$ cat src/rtl/io_port_bank.sv
// io_port_bank: bank of NUM_PORTS memory-mapped 8-bit output ports plus
// one control register holding per-port blink enables.
//   port i  at BASE_ADDR + i  (i < NUM_PORTS)
//   control at BASE_ADDR + 8
// A write commits once per rising edge of wr, so a CPU that holds wr for many
// cycles still produces a single store. Blinking ports are blanked to 8'h00
// during the off half of a BLINK_DIV-cycle half-period square wave.
// Optional feature macro: IO_PORT_READBACK_EN drives rdata for reads of the
// implemented registers. Without it rdata stays released (8'hzz).
module io_port_bank #(
    parameter logic [15:0] BASE_ADDR = 16'hfff0,
    parameter int          NUM_PORTS = 4,
    parameter int          BLINK_DIV = 2095000
) (
    input  logic                   clk,
    input  logic                   rst,
    input  logic [15:0]            a,
    input  logic [7:0]             wdata,
    input  logic                   rd,
    input  logic                   wr,
    output logic [7:0]             rdata,
    output logic [8*NUM_PORTS-1:0] port_out,
    output logic                   hit
);

    localparam int          CNT_W     = (BLINK_DIV > 2) ? $clog2(BLINK_DIV) : 1;
    localparam logic [CNT_W-1:0] CNT_LAST = CNT_W'(BLINK_DIV - 1);
    localparam logic [15:0] CTRL_ADDR = BASE_ADDR + 16'd8;

    logic [NUM_PORTS-1:0]   w_port_sel;
    logic                   w_ctrl_sel;
    logic                   w_hit;
    logic                   w_commit;
    logic                   w_cnt_wrap;

    logic                   r_wr_q;
    logic [7:0]             r_data [NUM_PORTS];
    logic [NUM_PORTS-1:0]   r_blink_en;
    logic [CNT_W-1:0]       r_cnt;
    logic                   r_phase;
    logic [8*NUM_PORTS-1:0] r_port_out;

    // Address decode: one select per implemented port plus the control register.
    always_comb begin
        w_port_sel = '0;
        for (int i = 0; i < NUM_PORTS; i++) begin
            if (a == BASE_ADDR + 16'(i)) begin
                w_port_sel[i] = 1'b1;
            end
        end
        w_ctrl_sel = (a == CTRL_ADDR);
    end

    assign w_hit      = (|w_port_sel) | w_ctrl_sel;
    assign hit        = w_hit;
    // Only the first cycle of a wr level counts; address changes under a
    // held wr therefore never produce a second store.
    assign w_commit   = wr & ~r_wr_q & w_hit;
    assign w_cnt_wrap = (r_cnt == CNT_LAST);

    // Previous-cycle wr. Loaded from wr even during reset so a strobe already
    // high when reset releases is not mistaken for a fresh edge.
    always_ff @(posedge clk) begin
        r_wr_q <= wr;
    end

    // Port data registers: cleared by reset, written on a committed port write.
    always_ff @(posedge clk) begin
        if (rst) begin
            for (int i = 0; i < NUM_PORTS; i++) begin
                r_data[i] <= 8'h00;
            end
        end else if (w_commit) begin
            for (int i = 0; i < NUM_PORTS; i++) begin
                if (w_port_sel[i]) begin
                    r_data[i] <= wdata;
                end
            end
        end
    end

    // Blink enables: low NUM_PORTS bits of a committed control write.
    always_ff @(posedge clk) begin
        if (rst) begin
            r_blink_en <= '0;
        end else if (w_commit && w_ctrl_sel) begin
            r_blink_en <= wdata[NUM_PORTS-1:0];
        end
    end

    // Blink timebase: free-running divider toggling phase on wrap; a control
    // write restarts it in the visible (phase=1) half.
    always_ff @(posedge clk) begin
        if (rst) begin
            r_cnt   <= '0;
            r_phase <= 1'b1;
        end else if (w_commit && w_ctrl_sel) begin
            r_cnt   <= '0;
            r_phase <= 1'b1;
        end else if (w_cnt_wrap) begin
            r_cnt   <= '0;
            r_phase <= ~r_phase;
        end else begin
            r_cnt   <= r_cnt + CNT_W'(1);
        end
    end

    // Registered outputs: stored data, blanked for enabled ports in the off phase.
    always_ff @(posedge clk) begin
        if (rst) begin
            r_port_out <= '0;
        end else begin
            for (int i = 0; i < NUM_PORTS; i++) begin
                r_port_out[8*i +: 8] <= (!r_blink_en[i] || r_phase) ? r_data[i] : 8'h00;
            end
        end
    end

    assign port_out = r_port_out;

`ifdef IO_PORT_READBACK_EN
    logic [7:0] w_rd_val;

    // Readback mux: unblanked port data, or blink enables zero-extended.
    always_comb begin
        w_rd_val = 8'h00;
        if (w_ctrl_sel) begin
            w_rd_val = 8'(r_blink_en);
        end
        for (int i = 0; i < NUM_PORTS; i++) begin
            if (w_port_sel[i]) begin
                w_rd_val = r_data[i];
            end
        end
    end

    assign rdata = (rd && w_hit) ? w_rd_val : 8'hzz;
`else
    logic w_unused_rd;

    assign w_unused_rd = rd;
    assign rdata       = 8'hzz;
`endif

endmodule

$ cat config.mk
export PLATFORM = sky130hd
export DESIGN_NAME = io_port_bank
export DESIGN_NICKNAME = d
export VERILOG_FILES = /design/src/rtl/io_port_bank.sv
export SDC_FILE = /design/constraint.sdc
export NUM_CORES = 1
export LEC_CHECK = 0
export CAP_MARGIN = 20
export CORE_ASPECT_RATIO = 0.5
export CORE_MARGIN = 5
export CORE_UTILIZATION = 51
export CTS_BUF_LIST = sky130_fd_sc_hd__clkbuf_8 sky130_fd_sc_hd__clkbuf_16
export DETAILED_ROUTE_END_ITERATION = 12
export GPL_TIMING_DRIVEN = 0
export PLACE_DENSITY = 0.79
export SLEW_MARGIN = 20
export SYNTH_ARGS = -nofsm -noshare
export SYNTH_HDL_FRONTEND = slang
export SYNTH_SLANG_ARGS = --single-unit
$ cat constraint.sdc
create_clock -name clk -period 3.1 [get_ports clk]
set_clock_uncertainty 0.05 [all_clocks]
set_input_delay 0.31 -clock clk [delete_from_list [all_inputs] [get_ports clk]]
set_output_delay 0.31 -clock clk [all_outputs]
set_load 0.02 [all_outputs]
Word-level counts from Yosys, hierarchy flattened
Memories as Yosys holds them, arrays and structs flattened. A register that Yosys moved wholly into a read port is not among the register bits.
Index checks and enable logic that the tools add are counted.
W data, S select, Z words.
{ "totals": {"regBits": 27, "rom_bits": 0, "mem_bits_rw": 32, "latchBits": 0, "memories": 1} }
{ "mem_list": {"columns": ["name", "words", "width", "rd", "rd_clocked_by_memory_dff", "wr", "line", "text"], "rows": [
  ["r_data", 4, 8, 4, 4, 4, "37", "logic [7:0] r_data [NUM_PORTS];"]
]} }
{ "classes": {"div": 0, "order_cmp": 0, "bitwise": 13, "mux": 26, "eq_ne": 6, "add_sub_neg": 1, "reduce_logical": 16, "multipliers": 0, "shift": 0} }
{ "op_table": {"columns": ["op", "count"], "rows": [
  ["$eq A16 B16 Y1 const B", 5],
  ["$mux W8", 4],
  ["$mux W1", 22],
  ["$add A21 B1 Y21 const B", 1],
  ["$eq A21 B21 Y1 const B", 1],
  ["$reduce_or A2 Y1", 5],
  ["$not A1 Y1", 6],
  ["$or A1 B1 Y1", 5],
  ["$logic_not A1 Y1", 4],
  ["$logic_or A1 B1 Y1", 4],
  ["$reduce_or A4 Y1", 1],
  ["$reduce_or A3 Y1", 1],
  ["$and A1 B1 Y1", 2],
  ["$logic_and A1 B1 Y1", 1]
]} }

Depth between registers and ports, before layout
Gate-level depths: netlist of run 1.
{ "logic_depth": {"word_depth": 9, "depth_mapped": 6} }

Worst setup path after synthesis of run 1
No wires, ideal clock.
{ "synth_path": {"path_type": "input to register", "start": "input a[2]", "end": "memory r_data[1][0] (enable)", "slack_ns": 0.661, "required_ns": 2.675, "path_stages": 5, "setup_ns": 0.375, "arrival_time_ns": 2.014, "cell_sequence": "nand4b_1 or4_1 clkbuf_1 or3b_1 o21bai_1"} }
{ "synth_lines": {"columns": ["item", "line", "text"], "rows": [
  ["from (decl)", "17", "input logic [15:0] a,"],
  ["to (decl)", "37", null]
]} }

Final worst setup path of run 1
{ "layout_path": {"start": "input a[4]", "end": "output hit"} }
{ "layout_between": {"elab_chain_len": 4, "elab_cells_between_ends": 11} }
{ "layout_lines": {"columns": ["item", "line", "text"], "rows": [
  ["$eq A16 B16 Y1", "47", "if (a == BASE_ADDR + 16'(i)) begin"],
  ["$mux W1", "47", null],
  ["$reduce_or A4 Y1", "54", "assign w_hit = (|w_port_sel) | w_ctrl_sel;"],
  ["$or A1 B1 Y1 *", "54", null],
  ["to (decl)", "23", "output logic hit"]
]} }
Every way passes the cells marked *; elsewhere a longest branch is shown, timed or not.

==> flow_metrics.tcl, run 1 <==
set metrics [dict create \
    required_ns 2.74 \
    sw_frac_of_total_pct 20.03 \
    cts.sinks 91 \
    yosysUniqueCellTypes 36 \
    drive_gt1_share_pct 9.351 \
    worstHoldPathCells 1 \
    reg2reg_depth 5 \
    start_util_pct 52.49 \
    grt_overflow 0 \
    numCtsBuffers 9 \
    die_area_um2 8727 \
    antenna_found_initial 0 \
    finalSetupTns_ns 0 \
    die_w_um 127.2 \
    ir_drop_mv 0.3551 \
    drtPass1Iterations 5 \
    multiInputGateArea_um2 1271 \
    start_kind "input port" \
    cpPeakStageDelay_ns 0.61 \
    ys_warn_count 0 \
    async_reset_ff_share_pct 0 \
    power_density_nw_per_um2 548.3 \
    tightest_slew_ns 0.7938 \
    fin_nets 409 \
    yosys-mux-area-fraction_pct 0.3214 \
    r2r-end "r_cnt[8]" \
    synthSimpleGateAreaFrac_pct 24.86 \
    combPwrFrac_pct 5.8 \
    clk_pin_slew_ns 0.06 \
    final_cell_mix "and2_1, clkdlybuf4s50_1, dfxtp_1" \
    grt_pass1_vias 2529 \
    path_delay_family "buffers and inverters" \
    drc 0 \
    syn2layout_area_growth_pct 29.46 \
    worstSetupEndpointType "output pin" \
    synth_area_um2 3503 \
    clkPwrFrac_pct 43.3 \
    synthAdderAreaFrac_pct 0.3571 \
    critical_path.cell_chain "clkdlybuf4s50_1 > nand4b_1 > or4_1 > clkbuf_1 > nor2_1 > clkdlybuf4s50_1" \
    synth_top_family_by_area "simple AND/OR/NAND/NOR gates" \
    wl_mm 7.348 \
    grt_pass1_wl_mm 12.30 \
    final_common_cell "and2_1" \
    dp_hpwl_mm 5.276 \
    seqPwrFrac_pct 50.9 \
    post_cts_buffers 0 \
    io_pins 69 \
    ys_ff_latch 91 \
    p_int_uw 1989 \
    layout_setup_ws_ns 0.2646 \
    cap_violations 0 \
    slew_headroom_pct 46.97 \
    gp_congestion 0.8448 \
    rsz0062_at_grt "false" \
    seq_area_um2 2142 \
    hold_buffers 0 \
    cp_slowest_cell "clkdlybuf4s50_1" \
    syn_inst 303 \
    port_buffers 59 \
    min_path_type "flop to flop" \
    cp_num_buf_inv 3 \
    p_total_uw 2487 \
    post-route-util_pct 67.96 \
    ys.flop_type "dfxtp_1" \
    worstSetupPathDepth 6 \
    cts_tree "built" \
    crit_end "hit" \
    seq_area_frac_synth_pct 61.14 \
    fillerInstances 479 \
    grt_start_max_net_pins 15 \
    startpoint "a[4]" \
    crit_arrival_ns 2.48 \
    drt-initial-drc-count 207 \
    num_vias 2428 \
    r2r-start "r_cnt[14]" \
    maxSlewViolCount 0 \
    cts_resized 0 \
    dpl_cell_area_um2 4235 \
    synth-xor-area-share_pct 3.000 \
    synth_compound_area_share_pct 6.893 \
    finalHoldViolCount 0 \
    crit_type "input port to output pin" \
    viasPerCell 5.090 \
    clk_path_buf_depth 2 \
    setup_viol_count_final 0 \
    track_usage_pct 18.55 \
    core_um2 6674 \
    die_h_um 68.61 \
    crit_fanout 9 \
    syn_avg_cell_area_um2 11.56 \
    rrSetupSlack_ns 0.89 \
    h-tree-depth 3 \
    wl_per_cell_um 15.40 \
    fmax_mhz 352.7 \
    final.min_clock_period_ns 2.835 \
    crit_top_cell "clkdlybuf4s50_1" \
    status "completed" \
    final_area_um2 4536 \
    synth_enable_flop_cells 32 \
    ant_nets 0 \
    diodes 0 \
    cts-root-buf "clkbuf_16" \
    placementRows 21 \
    timing.final.crit_share_pct 91.47 \
    place_ws_ns -0.04331 \
    switchingPower_uw 498.1 \
    leakage_uw 0.001645 \
    insertion_delay_ns 0.33 \
]
## power by group through the flow
stage	Combinational, uW	Clock (uW)	Sequential, uW
after floorplan	52.3	0	1300
after global placement	141	0	1290
after detailed placement	143	0	1290
after CTS	144	1100	1270
after global routing	155	1160	1270
final	144	1080	1270
## through the flow
| step | std cells | hold WS (ns) |
|---|---|---|
| after floorplan | 310 | 0.2877 |
| after global placement | 461 | 0.3754 |
| after detailed placement | 461 | 0.3745 |
| after CTS | 477 | 0.3856 |
| after global routing | 477 | 0.3989 |
| final | 477 | 0.3891 |
## sequential cells by signal, summed over array words and instances, names as in the netlist
name / flops
r_cnt: 21
r_phase: 1
port_out: 32
r_data: 32
r_blink_en: 4
r_wr_q: 1
## cell families after synthesis
logic type / after synthesis
XOR/XNOR: 12
other: 1
AO/OA/AOI/OAI: 34
multiplexers: 1
AND/OR/NAND/NOR: 142
flip-flops: 91
buffers and inverters: 21
adder cells (fa/ha/maj): 1
## synthesized netlist by cell type (all sizes together), types with 6 or more instances
cell,n,area (um^2)
nor3,21,105.1
xnor2,9,78.83
edfxtp,32,960.9
a21oi,8,40.04
buf,12,82.57
nand4,6,52.55
nand3,11,67.57
and2,65,406.6
or3,8,50.05
o21ai,13,65.06
a211oi,7,87.58
dfxtp,59,1181
nand2,8,30.03
## per-layer routing
metal	track usage (%)	routed length, um	up-vias
met5	0	0	-
met2	34.08	3852	70
met1	21.06	2996	1142
li1	-	-	1206
met3	6.154	413	10
met4	5.882	85	0
## layout make-up
cell class                 instances  area share [%]
timing repair buffer              59           13.02
clock inverter                     6           1.103
buffer                            17           2.234
sequential                        91           47.23
clock buffer                      10           5.517
multi-input combinational        198           28.03
inverter                           4          0.3310
tap                               92           2.538
## worst min-delay path by stage
stage | start | to
global route | r_data[0][5] | port_out[5]
floorplan | wr | r_wr_q
global placement | r_data[2][6] | port_out[22]
detailed placement | r_data[0][5] | port_out[5]
finish | r_data[0][5] | port_out[5]
CTS | r_data[0][5] | port_out[5]
(Power assumes the default switching activity.)
==> run 2, diff against run 1 <==
GPL_ROUTABILITY_DRIVEN = 0   (was default)
==> results of run 2 <==
Final layout, timing and power as in run 1 (identical DEF).
